[config.mk]
export PLATFORM = sky130hd
export DESIGN_NAME = reg_file_x_flat
export DESIGN_NICKNAME = d
export VERILOG_FILES = /design/src/rtl/reg_file_x_if.sv /design/src/rtl/reg_file_x.sv /design/src/flat_wrapper.sv
export SDC_FILE = /design/constraint.sdc
export NUM_CORES = 1
export LEC_CHECK = 0
export CORE_ASPECT_RATIO = 1.2
export CORE_MARGIN = 5
export CORE_UTILIZATION = 44
export DETAILED_ROUTE_END_ITERATION = 8
export PLACE_DENSITY_LB_ADDON = 0.3
export SYNTH_ARGS = -nofsm -noshare
export SYNTH_HDL_FRONTEND = slang
export SYNTH_SLANG_ARGS = --single-unit
[constraint.sdc]
create_clock -name clk -period 25.3 [get_ports clk]
set_input_delay 5.06 -clock clk [delete_from_list [all_inputs] [get_ports clk]]
set_output_delay 5.06 -clock clk [all_outputs]
set_load 0.01 [all_outputs]
[src/rtl/reg_file_x_if.sv]
// Control/data bus of the register file: the master drives the decode and
// writeback controls, the slave returns register views and shadow-stack status.
interface reg_file_x_if #(
  parameter int DATA_W   = 16,
  parameter int SH_DEPTH = 2
);
  localparam int DEP_W = $clog2(SH_DEPTH + 1);

  logic              IdxF, IF, SPF, INTACK, RETI, Ex;
  logic [3:0]        SRnew, srcA, dstA;
  logic [1:0]        Size;
  logic              srcInc, dstInc, RW;
  logic [DATA_W-1:0] result, ISR;
  logic [DATA_W-1:0] PCout, SPout, Rsrc, Rdst;
  logic [3:0]        SRcurrent;
  logic              GIE;
  logic [DEP_W-1:0]  ShDepth;
  logic              ShErr;

  modport master (
    output IdxF, IF, SPF, INTACK, RETI, Ex, SRnew, srcA, dstA, Size,
           srcInc, dstInc, RW, result, ISR,
    input  PCout, SPout, Rsrc, Rdst, SRcurrent, GIE, ShDepth, ShErr
  );

  modport slave (
    input  IdxF, IF, SPF, INTACK, RETI, Ex, SRnew, srcA, dstA, Size,
           srcInc, dstInc, RW, result, ISR,
    output PCout, SPout, Rsrc, Rdst, SRcurrent, GIE, ShDepth, ShErr
  );
endinterface

[src/rtl/reg_file_x.sv]
// 16-entry register file: R0=PC, R1=SP, R2=SR, R3=constant zero.
// Per-register next-state logic resolves same-cycle requests by fixed priority;
// a small LIFO shadow stack saves {PC, SR} across interrupt entry/return.
module reg_file_x #(
  parameter int DATA_W   = 16,
  parameter int NREG     = 16,
  parameter int SH_DEPTH = 2
) (
  input  logic         clk,
  input  logic         rst,
  reg_file_x_if.slave  bus
);
  localparam int DEP_W = $clog2(SH_DEPTH + 1);
  localparam logic [DATA_W-1:0] ADDR_STEP = (DATA_W > 16) ? DATA_W'(4) : DATA_W'(2);

  logic [NREG-1:0][DATA_W-1:0]     w_regs;
  logic [DATA_W-1:0]               w_rwData, w_stepG, w_stepP, w_topPc, w_topSr;
  logic                            w_full, w_empty, w_push, w_pop, w_err;
  logic [SH_DEPTH-1:0][DATA_W-1:0] r_shPc, r_shSr;
  logic [DEP_W-1:0]                r_depth;
  logic                            r_err;

  // Writeback data sized by the access width (zero-extended)
  always_comb begin
    w_rwData = '0;
    case (bus.Size)
      2'b01:   w_rwData[7:0]  = bus.result[7:0];
      2'b10:   w_rwData       = bus.result;
      default: w_rwData[15:0] = bus.result[15:0];
    endcase
  end

  // Autoincrement steps: general registers, and PC/SP which stay word aligned
  always_comb begin
    w_stepG = DATA_W'(2);
    w_stepP = DATA_W'(2);
    case (bus.Size)
      2'b01:   w_stepG = DATA_W'(1);
      2'b10: begin
        w_stepG = ADDR_STEP;
        w_stepP = ADDR_STEP;
      end
      default: ;
    endcase
  end

  // INTACK always wins over RETI; a blocked push or an empty pop flags an error
  assign w_full  = (r_depth == DEP_W'(SH_DEPTH));
  assign w_empty = (r_depth == '0);
  assign w_push  = bus.INTACK && !w_full;
  assign w_pop   = bus.RETI && !bus.INTACK && !w_empty;
  assign w_err   = (bus.INTACK && w_full) || (bus.RETI && !bus.INTACK && w_empty);

  // Top-of-stack view used by RETI
  always_comb begin
    w_topPc = '0;
    w_topSr = '0;
    for (int k = 0; k < SH_DEPTH; k++)
      if (r_depth == DEP_W'(k + 1)) begin
        w_topPc = r_shPc[k];
        w_topSr = r_shSr[k];
      end
  end

  // Shadow stack contents, occupancy and sticky error flag
  always_ff @(posedge clk or posedge rst) begin
    if (rst) begin
      r_shPc  <= '0;
      r_shSr  <= '0;
      r_depth <= '0;
      r_err   <= 1'b0;
    end else begin
      if (w_err) r_err <= 1'b1;
      if (w_push) begin
        for (int k = 0; k < SH_DEPTH; k++)
          if (r_depth == DEP_W'(k)) begin
            r_shPc[k] <= w_regs[0];
            r_shSr[k] <= w_regs[2];
          end
        r_depth <= r_depth + DEP_W'(1);
      end else if (w_pop) begin
        r_depth <= r_depth - DEP_W'(1);
      end
    end
  end

  for (genvar g = 0; g < NREG; g++) begin : g_reg
    if (g == 3) begin : g_cg2
      assign w_regs[g] = '0;
    end else begin : g_live
      localparam bit IS_PTR = (g < 2);
      localparam bit IS_SR  = (g == 2);
      logic [DATA_W-1:0] r_q, w_nxt, w_rw, w_step;
      logic              w_dSel, w_sSel;

      assign w_dSel = (bus.dstA == 4'(g));
      assign w_sSel = (bus.srcA == 4'(g));
      assign w_step = IS_PTR ? w_stepP : w_stepG;

      // Writeback value shaped for this register (PC/SP even, SR 9 bits)
      always_comb begin
        w_rw = w_rwData;
        if (IS_PTR) w_rw[0] = 1'b0;
        if (IS_SR)  w_rw = {{(DATA_W-9){1'b0}}, w_rwData[8:0]};
      end

      // Next value: dstInc > srcInc > RW > INTACK/RETI > IF/IdxF > SPF > Ex
      always_comb begin
        w_nxt = r_q;
        if (!IS_SR && bus.dstInc && w_dSel)      w_nxt = r_q + w_step;
        else if (!IS_SR && bus.srcInc && w_sSel) w_nxt = r_q + w_step;
        else if (bus.RW && w_dSel)               w_nxt = w_rw;
        else if (g == 0 && bus.INTACK)           w_nxt = {bus.ISR[DATA_W-1:1], 1'b0};
        else if (g == 0 && w_pop)                w_nxt = w_topPc;
        else if (g == 2 && bus.INTACK)           w_nxt = '0;
        else if (g == 2 && w_pop)                w_nxt = w_topSr;
        else if (g == 0 && (bus.IF || bus.IdxF)) w_nxt = r_q + DATA_W'(2);
        else if (g == 1 && bus.SPF)              w_nxt = r_q - DATA_W'(2);
        else if (g == 2 && bus.Ex) begin
          w_nxt[8]   = bus.SRnew[3];
          w_nxt[2:0] = bus.SRnew[2:0];
        end
      end

      // Register storage
      always_ff @(posedge clk or posedge rst) begin
        if (rst) r_q <= '0;
        else     r_q <= w_nxt;
      end

      assign w_regs[g] = r_q;
    end
  end

  assign bus.PCout     = w_regs[0];
  assign bus.SPout     = w_regs[1];
  assign bus.Rsrc      = w_regs[bus.srcA];
  assign bus.Rdst      = w_regs[bus.dstA];
  assign bus.SRcurrent = {w_regs[2][8], w_regs[2][2:0]};
  assign bus.GIE       = w_regs[2][3];
  assign bus.ShDepth   = r_depth;
  assign bus.ShErr     = r_err;
endmodule

[src/flat_wrapper.sv]
// flat-port wrapper written by rule: the top's interface ports become plain ports
module reg_file_x_flat 
#(
  parameter int DATA_W   = 16,
  parameter int NREG     = 16,
  parameter int SH_DEPTH = 2
)
  (clk, rst, bus_IdxF, bus_IF, bus_SPF, bus_INTACK, bus_RETI, bus_Ex, bus_SRnew, bus_srcA, bus_dstA, bus_Size, bus_srcInc, bus_dstInc, bus_RW, bus_result, bus_ISR, bus_PCout, bus_SPout, bus_Rsrc, bus_Rdst, bus_SRcurrent, bus_GIE, bus_ShDepth, bus_ShErr);
  reg_file_x_if #(.DATA_W(DATA_W), .SH_DEPTH(SH_DEPTH)) bus_i ();
  input  logic clk;
  input  logic rst;
  input wire logic [$bits(bus_i.IdxF)-1:0] bus_IdxF;
  input wire logic [$bits(bus_i.IF)-1:0] bus_IF;
  input wire logic [$bits(bus_i.SPF)-1:0] bus_SPF;
  input wire logic [$bits(bus_i.INTACK)-1:0] bus_INTACK;
  input wire logic [$bits(bus_i.RETI)-1:0] bus_RETI;
  input wire logic [$bits(bus_i.Ex)-1:0] bus_Ex;
  input wire logic [$bits(bus_i.SRnew)-1:0] bus_SRnew;
  input wire logic [$bits(bus_i.srcA)-1:0] bus_srcA;
  input wire logic [$bits(bus_i.dstA)-1:0] bus_dstA;
  input wire logic [$bits(bus_i.Size)-1:0] bus_Size;
  input wire logic [$bits(bus_i.srcInc)-1:0] bus_srcInc;
  input wire logic [$bits(bus_i.dstInc)-1:0] bus_dstInc;
  input wire logic [$bits(bus_i.RW)-1:0] bus_RW;
  input wire logic [$bits(bus_i.result)-1:0] bus_result;
  input wire logic [$bits(bus_i.ISR)-1:0] bus_ISR;
  output wire logic [$bits(bus_i.PCout)-1:0] bus_PCout;
  output wire logic [$bits(bus_i.SPout)-1:0] bus_SPout;
  output wire logic [$bits(bus_i.Rsrc)-1:0] bus_Rsrc;
  output wire logic [$bits(bus_i.Rdst)-1:0] bus_Rdst;
  output wire logic [$bits(bus_i.SRcurrent)-1:0] bus_SRcurrent;
  output wire logic [$bits(bus_i.GIE)-1:0] bus_GIE;
  output wire logic [$bits(bus_i.ShDepth)-1:0] bus_ShDepth;
  output wire logic [$bits(bus_i.ShErr)-1:0] bus_ShErr;
  assign bus_i.IdxF = bus_IdxF;
  assign bus_i.IF = bus_IF;
  assign bus_i.SPF = bus_SPF;
  assign bus_i.INTACK = bus_INTACK;
  assign bus_i.RETI = bus_RETI;
  assign bus_i.Ex = bus_Ex;
  assign bus_i.SRnew = bus_SRnew;
  assign bus_i.srcA = bus_srcA;
  assign bus_i.dstA = bus_dstA;
  assign bus_i.Size = bus_Size;
  assign bus_i.srcInc = bus_srcInc;
  assign bus_i.dstInc = bus_dstInc;
  assign bus_i.RW = bus_RW;
  assign bus_i.result = bus_result;
  assign bus_i.ISR = bus_ISR;
  assign bus_PCout = bus_i.PCout;
  assign bus_SPout = bus_i.SPout;
  assign bus_Rsrc = bus_i.Rsrc;
  assign bus_Rdst = bus_i.Rdst;
  assign bus_SRcurrent = bus_i.SRcurrent;
  assign bus_GIE = bus_i.GIE;
  assign bus_ShDepth = bus_i.ShDepth;
  assign bus_ShErr = bus_i.ShErr;
  reg_file_x #(.DATA_W(DATA_W), .NREG(NREG), .SH_DEPTH(SH_DEPTH)) u_core (.clk(clk), .rst(rst), .bus(bus_i));
endmodule
## Word-level counts from Yosys, hierarchy flattened

Index checks and enable logic that the tools add are counted.

- Add/subtract/negate cells: 17
- $mul: 0
- Divide/modulo/power cells: 0
- Magnitude comparators: 2
- Equality and inequality tests: 30
- Shift-type cells: 0
- Mux-type cells: 66
- Bitwise gates (word level): 0
- Reduce and logical (&&, ||, !) cells: 75

Operators with widths:

| operator | count |
|---|---|
| two-way mux 16 bit | 54 |
| adder 16 bit | 12 |
| binary-select mux 16 bit (select 4 bit) | 2 |
| equality test 4 bit, second input constant | 16 |
| logical AND 1 bit | 48 |
| nonzero test 3 bit | 13 |
| adder 16 x 2 -> 16 bit, second input constant | 2 |
| equality test 4 x 3 -> 1 bit, second input constant | 8 |
| subtractor 16 x 2 -> 16 bit, second input constant | 1 |
| less-than comparator 4 x 5 -> 1 bit, second input constant | 2 |
| equality test 4 x 1 -> 1 bit, second input constant | 2 |
| logical NOT 4 bit | 2 |
| two-way mux 8 bit | 1 |
| nonzero test 4 bit | 2 |
| two-way mux 7 bit | 1 |
| two-way mux 2 bit | 3 |
| two-way mux 3 bit | 2 |
| nonzero test 6 bit | 1 |
| two-way mux 5 bit | 1 |
| equality test 2 x 1 -> 1 bit, second input constant | 2 |
| equality test 4 x 2 -> 1 bit, second input constant | 1 |
| AND reduction 2 bit | 2 |
| logical NOT 1 bit | 3 |
| adder 2 x 1 -> 2 bit, second input constant | 1 |
| other kinds (6) | 8 |

- Flip-flop bits (word level): 307
- Bits in latches: 0
- Bits in writable memories: 0
- Memory bits (read-only): 0
- Input port bits: 57
- Output and inout bits: 72
- Word-level logic and storage cells: 212
- Memories kept: 0

## Longest topological paths before layout

Gate-level depths: netlist of run 1.

- Depth in word-level cells: 8
- Gate-level depth with buffers: 10
- Mapped depth without buffers: 7

## Worst setup path after synthesis of run 1

No wires, ideal clock.

- Kind: input to output
- Start: in bus_srcA[0]
- End: out bus_Rsrc[10]
- Arrival time: 6695 ps
- Required time: 20240 ps
- Slack: 13545 ps
- Cell stages on the path: 6
- Cell sequence: buf_2 > buf_6 > buf_2 > buf_2 > mux4_2 > mux4_2

- Word-level cells in the longest chain between the ends: 2

RTL lines:

| what | line | text |
|---|---|---|
| start, declared | flat_wrapper.sv:19 | `input wire logic [$bits(bus_i.srcA)-1:0] bus_srcA;` |
| binary-select mux 16 bit (select 4 bit) | reg_file_x.sv:137 | `assign bus.Rsrc = w_regs[bus.srcA];` |
| two-way mux 16 bit (implied by the code) | reg_file_x.sv:137 |  |
| end, declared | flat_wrapper.sv:29 | `output wire logic [$bits(bus_i.Rsrc)-1:0] bus_Rsrc;` |

No other way between the ends. The select of a mux whose other input is x is not followed.

## Final worst setup path of run 1

- Start: in bus_srcA[0]
- End: out bus_Rsrc[7]

The elaborated chain is that of the path after synthesis.

==> impl_metrics.json, run 1 <==
{
  "whs_ns": 0.469,
  "final_area_mm2": 0.0250,
  "die_height_um": 257,
  "leakagePower_nw": 9.38,
  "drt_wl_total_mm": 90.7,
  "synth-edff-count": 0,
  "synth_top_cell_by_area": "dfrtp_1",
  "netlist_top_cells_area": "dfrtp_1 34%, mux4_2 13%, nand2_1 4.4%, a21oi_1 3.4%, nor2_1 3.0%",
  "wl_per_cell_um": 30.1,
  "hold_path_depth": 2,
  "reg2reg_to": "u_core.r_shSr[11]$_DFFE_PP0P_",
  "syn_area_mm2": 0.0223,
  "yosysWarnings": 0,
  "crit_type": "primary input to output pin",
  "rsz0062_at_grt": "no",
  "synthArstFlopShare": 1.00,
  "run_status": "finished, final reports clean",
  "synth_common_cells": "306 x dfrtp_1, 264 x nand2_1, 180 x nor2_1",
  "overflow": 0,
  "boundaryPins": 129,
  "cts_sinks": 306,
  "row_count": 90,
  "tightestPinTransition_ns": 1.43,
  "clock_path_buffers": 3,
  "setup_tns_ns": 0,
  "post-place-cells": 2943,
  "r2r_cells": 7,
  "viasPerCell": 7.20,
  "min_period_over_period": 0.529,
  "cp.arrival_ns": 8.33,
  "antenna_found_initial": 4,
  "gp_congestion": 1.03,
  "start_util": 0.444,
  "drc": 0,
  "finalSetupViolCount": 0,
  "clk_latency_ns": 0.57,
  "instances_no_fill": 3017,
  "ir_drop_mv": 0.0761,
  "ys_seq_area_frac": 0.343,
  "reg2reg_from": "u_core.bus.ShDepth[0]$_DFFE_PP0P_",
  "dieArea_mm2": 0.0553,
  "syn-num-nets": 2406,
  "maxCapViolCount": 0,
  "cts.clk_slew.worst_paths_ns": 0.06,
  "post_cts_resized": 0,
  "core_area_mm2": 0.0502,
  "synth_flop_cell": "dfrtp_1",
  "finalHoldViolCount": 0,
  "hold_path_end": "u_core.bus.ShErr$_DFFE_PP0P_",
  "avgSynthCellArea_um2": 9.57,
  "htree_levels": 2,
  "cts_setup_buffers": 0,
  "drt_iter0_drc": 3531,
  "cts_buffers": 37,
  "cts_tree": "built",
  "vias": 21700,
  "hpwl_mm": 63.6,
  "synthCells": 2331,
  "final_max_slew_viol_count": 0,
  "layout_setup_ws_ns": 11.91,
  "relSlewSlack": 0.0416,
  "drive_gt1_frac": 0.164,
  "fmax_ghz": 0.0747,
  "area_delta_synth_final_pct": 12.3,
  "layout_min_cycle_time_ns": 13.39,
  "cts_root_buf": "clkbuf_16",
  "cts_hold_repair.buffers": 0,
  "startpoint_type": "primary input",
  "grt_max_degree": 122,
  "power_density_mw_per_mm2": 96.8,
  "ant_nets": 0,
  "fp.dieW_um": 216,
  "grt_first_pass_wirelength_mm": 134,
  "io_buffers": 126,
  "synth-seq-cells": 306,
  "hold_path.class": "register to register",
  "critPathCaptureType": "output pin",
  "grt_usage": 0.316,
  "place_area_mm2": 0.0237,
  "crit_path_max_fanout": 38,
  "ys_types": 100,
  "cp.required_ns": 20.24,
  "first_global_vias": 20400,
  "dpl_worst_slack_ns": 11.98,
  "yosysMostFrequentCell": "dfrtp_1",
  "fin_skew_ns": 0.0158,
  "synth_top_area_frac": 0.343,
  "layout.nets": 2413,
  "rrSetupSlack_ns": 22.27,
  "hp-start": "u_core.bus.ShErr$_DFFE_PP0P_",
  "dr.pass1.iters": 8
}
worst max-delay path by stage:
stage	from	to	slack, ns	cells past startpoint
2_1_floorplan	rst	u_core.bus.PCout[0]$_DFFE_PP0P_	11.78	1
4_1_cts	bus_srcA[0]	bus_Rsrc[7]	11.98	8
5_1_grt	bus_srcA[0]	bus_Rsrc[7]	11.76	8
6_report	bus_srcA[0]	bus_Rsrc[7]	11.91	8
3_3_place_gp	bus_srcA[0]	bus_Rsrc[7]	12.02	8
3_5_place_dp	bus_srcA[0]	bus_Rsrc[7]	11.98	8
critical path, cell delays in order:
cell	delay, ns
buf_4	0.57
buf_4	0.63
nor2b_1	0.31
buf_4	0.28
nand2_1	0.08
o21ai_0	0.21
mux4_2	0.62
clkdlybuf4s50_1	0.52
cell usage in the layout, fill, tap and decap left out, types with 9 or more instances in the layout:
| cell | synthesis | final |
|---|---|---|
| a21oi_1 | 152 | 152 |
| nand3_1 | 65 | 65 |
| mux4_2 | 127 | 127 |
| nand2_1 | 264 | 264 |
| nor2_1 | 180 | 180 |
| xnor2_1 | 23 | 23 |
| nand4_1 | 32 | 32 |
| a32o_1 | 9 | 9 |
| nor2_2 | 9 | 9 |
| inv_1 | 34 | 33 |
| a22oi_1 | 10 | 10 |
| and3_1 | 62 | 62 |
| a311oi_1 | 34 | 34 |
| o21ai_0 | 131 | 131 |
| o22ai_1 | 32 | 32 |
| dfrtp_1 | 306 | 306 |
| nor2b_1 | 15 | 12 |
| o211ai_1 | 37 | 37 |
| mux2_2 | 59 | 59 |
| and2_1 | 30 | 30 |
| o22ai_2 | 10 | 10 |
| o31ai_1 | 11 | 11 |
| a221oi_1 | 45 | 45 |
| a211oi_1 | 83 | 83 |
| nand3b_1 | 12 | 12 |
| a21o_1 | 14 | 14 |
| buf_4 | 17 | 34 |
| and4_1 | 15 | 15 |
| clkbuf_16 | 0 | 39 |
| mux2i_1 | 42 | 42 |
| or3_1 | 10 | 10 |
| nor3_1 | 36 | 36 |
| clkdlybuf4s50_1 | 0 | 120 |
| o221a_2 | 31 | 31 |
| ha_1 | 18 | 17 |
| a31oi_1 | 25 | 25 |
routing by layer:
layer | global-route usage | part of all wire | routed length, µm | vias up
met3 | 0.0947 | 0.12 | 10900 | 360
met2 | 0.480 | 0.44 | 40000 | 1555
li1 | - | - | - | 9103
met1 | 0.395 | 0.36 | 32700 | 10700
met5 | 0 | 0.00044 | 40 | -
met4 | 0.195 | 0.077 | 7020 | 2
where the power goes:
group | switching, mW | total (mW) | internal [mW] | leakage, nW
Clock | 0.230 | 0.575 | 0.344 | 0.633
Combinational | 0.486 | 0.911 | 0.425 | 5.23
Sequential | 0.291 | 0.937 | 0.646 | 3.52
cell families after synthesis:
family,count (synthesis),synth area share
xor+xnor,25,0.00982
flops,306,0.343
fa+ha+maj,18,0.0101
simple gates,796,0.180
compound gates,731,0.234
mux,228,0.177
other cells,1,0.000168
buf+inv,226,0.0458
final cells by class:
class / count / area [µm²]
inverters: 35 / 139
fillers: 4550 / 25200
flip-flops and latches: 306 / 7660
multi-input cells: 1799 / 13600
clock inverters: 14 / 180
repair buffers: 159 / 1500
well taps: 644 / 806
diodes: 6 / 15.0
clock buffers: 54 / 1100
metrics by stage:
stage | util | power (mW)
3_3_place_gp | 0.473 | 1.78
2_1_floorplan | - | 1.43
6_report | 0.499 | 2.42
5_1_grt | 0.498 | 2.52
3_5_place_dp | 0.473 | 1.81
4_1_cts | 0.498 | 2.39
sequential cells by signal (all words and copies together), names as in the netlist:
name	cells
u_core.bus.ShDepth	2
u_core.g.g_live.r_q	208
u_core.bus.SPout	15
u_core.bus.PCout	16
u_core.r_shPc	32
u_core.r_shSr	32
u_core.bus.ShErr	1
Power figures use the tool's default switching activity.
==> inputs of run 2 (changes only) <==
Clock period 25.3 ns to 11.9 ns, I/O delays scaled along.
==> impl_metrics.json, run 2 (same netlist as run 1, synthesis figures left out) <==
{
  "gp_congestion": 1.02,
  "tightestPinTransition_ns": 1.32,
  "finalCoreUtilization": 0.498,
  "layout.nets": 2417,
  "cts_tree": "built",
  "run_status": "finished, final reports clean",
  "core_area_mm2": 0.0502,
  "antenna_found_initial": 5,
  "reg2reg_from": "u_core.bus.ShDepth[0]$_DFFE_PP0P_",
  "fp.dieW_um": 216,
  "clock_path_buffers": 3,
  "grt_first_pass_wirelength_mm": 136,
  "start_util": 0.444,
  "whs_ns": 0.478,
  "hold_path_depth": 2,
  "clk_latency_ns": 0.58,
  "ir_drop_mv": 0.213,
  "dr.pass1.iters": 6,
  "io_buffers": 126,
  "layout_setup_ws_ns": 3.91,
  "dpl_worst_slack_ns": 4.07,
  "grt_usage": 0.320,
  "largest_reg_flops": 208,
  "maxCapViolCount": 0,
  "wl_per_cell_um": 30.3,
  "cts_root_buf": "clkbuf_16",
  "instances_no_fill": 3016,
  "ant_nets": 0,
  "setup_tns_ns": 0,
  "hpwl_mm": 64.2,
  "finalSetupViolCount": 0,
  "die_height_um": 257,
  "cts_buffers": 38,
  "final_area_mm2": 0.0250,
  "seq_area_mm2": 0.00766,
  "viasPerCell": 7.25,
  "fin_total_pwr_mw": 5.11,
  "first_global_vias": 20900,
  "drt_iter0_drc": 3249,
  "hp-start": "u_core.bus.ShErr$_DFFE_PP0P_",
  "crit_type": "primary input to output pin",
  "row_count": 90,
  "drt_wl_total_mm": 91.5,
  "layout_min_cycle_time_ns": 7.99,
  "critPathCaptureType": "output pin",
  "finalHoldViolCount": 0,
  "htree_levels": 2,
  "hold_path_end": "u_core.bus.ShErr$_DFFE_PP0P_",
  "reg2reg_to": "u_core.r_shSr[12]$_DFFE_PP0P_",
  "fillers": 4621,
  "fin_skew_ns": 0.0234,
  "boundaryPins": 129,
  "top_regs": "u_core.g.g_live.r_q: 208 flops, u_core.r_shPc: 32 flops, u_core.r_shSr: 32 flops",
  "crit_path_max_fanout": 39,
  "cts.clk_slew.worst_paths_ns": 0.06,
  "final_max_slew_viol_count": 0,
  "drc": 0,
  "rrSetupSlack_ns": 9.08,
  "leakagePower_nw": 9.38,
  "vias": 21900,
  "final_common_cell": "dfrtp_1",
  "post_cts_resized": 0,
  "power_density_mw_per_mm2": 204,
  "relSlewSlack": 0.119,
  "overflow": 0,
  "place_area_mm2": 0.0238,
  "cts_setup_buffers": 0,
  "area_delta_synth_final_pct": 12.1,
  "grt_max_degree": 97,
  "cp.required_ns": 9.52,
  "rsz0062_at_grt": "no",
  "post-place-cells": 2946,
  "dieArea_mm2": 0.0553,
  "fmax_ghz": 0.125,
  "cts_hold_repair.buffers": 0,
  "startpoint_type": "primary input",
  "mostFrequentLayoutCells": "306 x dfrtp_1, 264 x nand2_1, 180 x nor2_1",
  "regMostFlops": "u_core.g.g_live.r_q",
  "r2r_cells": 7,
  "cp.arrival_ns": 5.61,
  "hold_path.class": "register to register",
  "cts_sinks": 306,
  "min_period_over_period": 0.671,
  "drive_gt1_frac": 0.167,
  "multiInputGateArea_mm2": 0.0136
}
-- run 2: changes by cell type in the layout (fill, tap and decap cells not counted), sizes merged --
| cell | change |
|---|---|
| clkbuf | +1 |
| bufinv | -3 |
| buf | +4 |
| clkdlybuf4s50 | -1 |
| diode | -3 |
| clkinvlp | +1 |
-- run 2: critical path, stage by stage --
cell	delay, ns
buf_2	0.69
buf_4	0.58
nor2b_2	0.23
buf_4	0.35
nand2_1	0.09
o21ai_0	0.25
mux4_2	0.42
clkdlybuf4s50_1	0.56
-- run 2: how the worst max path moves through the flow --
stage	depth (start not counted)	slack, ns	from	to
after floorplan	1	1.06	rst	u_core.bus.PCout[0]$_DFFE_PP0P_
after global placement	8	4.12	bus_dstA[1]	bus_Rdst[6]
after detailed placement	8	4.07	bus_dstA[1]	bus_Rdst[6]
after CTS	8	4.06	bus_dstA[1]	bus_Rdst[6]
after global routing	8	3.85	bus_dstA[1]	bus_Rdst[6]
final	8	3.91	bus_dstA[1]	bus_Rdst[6]
-- run 2: power by group --
part / switching (mW) / internal (mW) / leakage [nW]
Sequential: 0.626 / 1.37 / 3.52
Clock: 0.492 / 0.695 / 0.622
Combinational: 1.02 / 0.902 / 5.24
Total: 2.14 / 2.97 / 9.38
-- run 2: per-layer routing --
| layer | share of wire | global-route usage | wire length [µm] | vias to the layer above |
|---|---|---|---|---|
| met3 | 0.12 | 0.0760 | 10800 | 367 |
| met2 | 0.44 | 0.481 | 40000 | 1582 |
| met5 | 0.00051 | 0 | 47 | - |
| met1 | 0.36 | 0.405 | 32700 | 10800 |
| met4 | 0.088 | 0.230 | 8010 | 8 |
| li1 | - | - | - | 9100 |
-- run 2: layout make-up --
| cell class | count | share of cell area |
|---|---|---|
| diodes | 3 | 0.000300 |
| clock buffers | 55 | 0.0462 |
| clock inverters | 12 | 0.00375 |
| inverters | 35 | 0.00555 |
| multi-input cells | 1799 | 0.546 |
| flip-flops and latches | 306 | 0.306 |
| well taps | 644 | 0.0322 |
| repair buffers | 162 | 0.0600 |
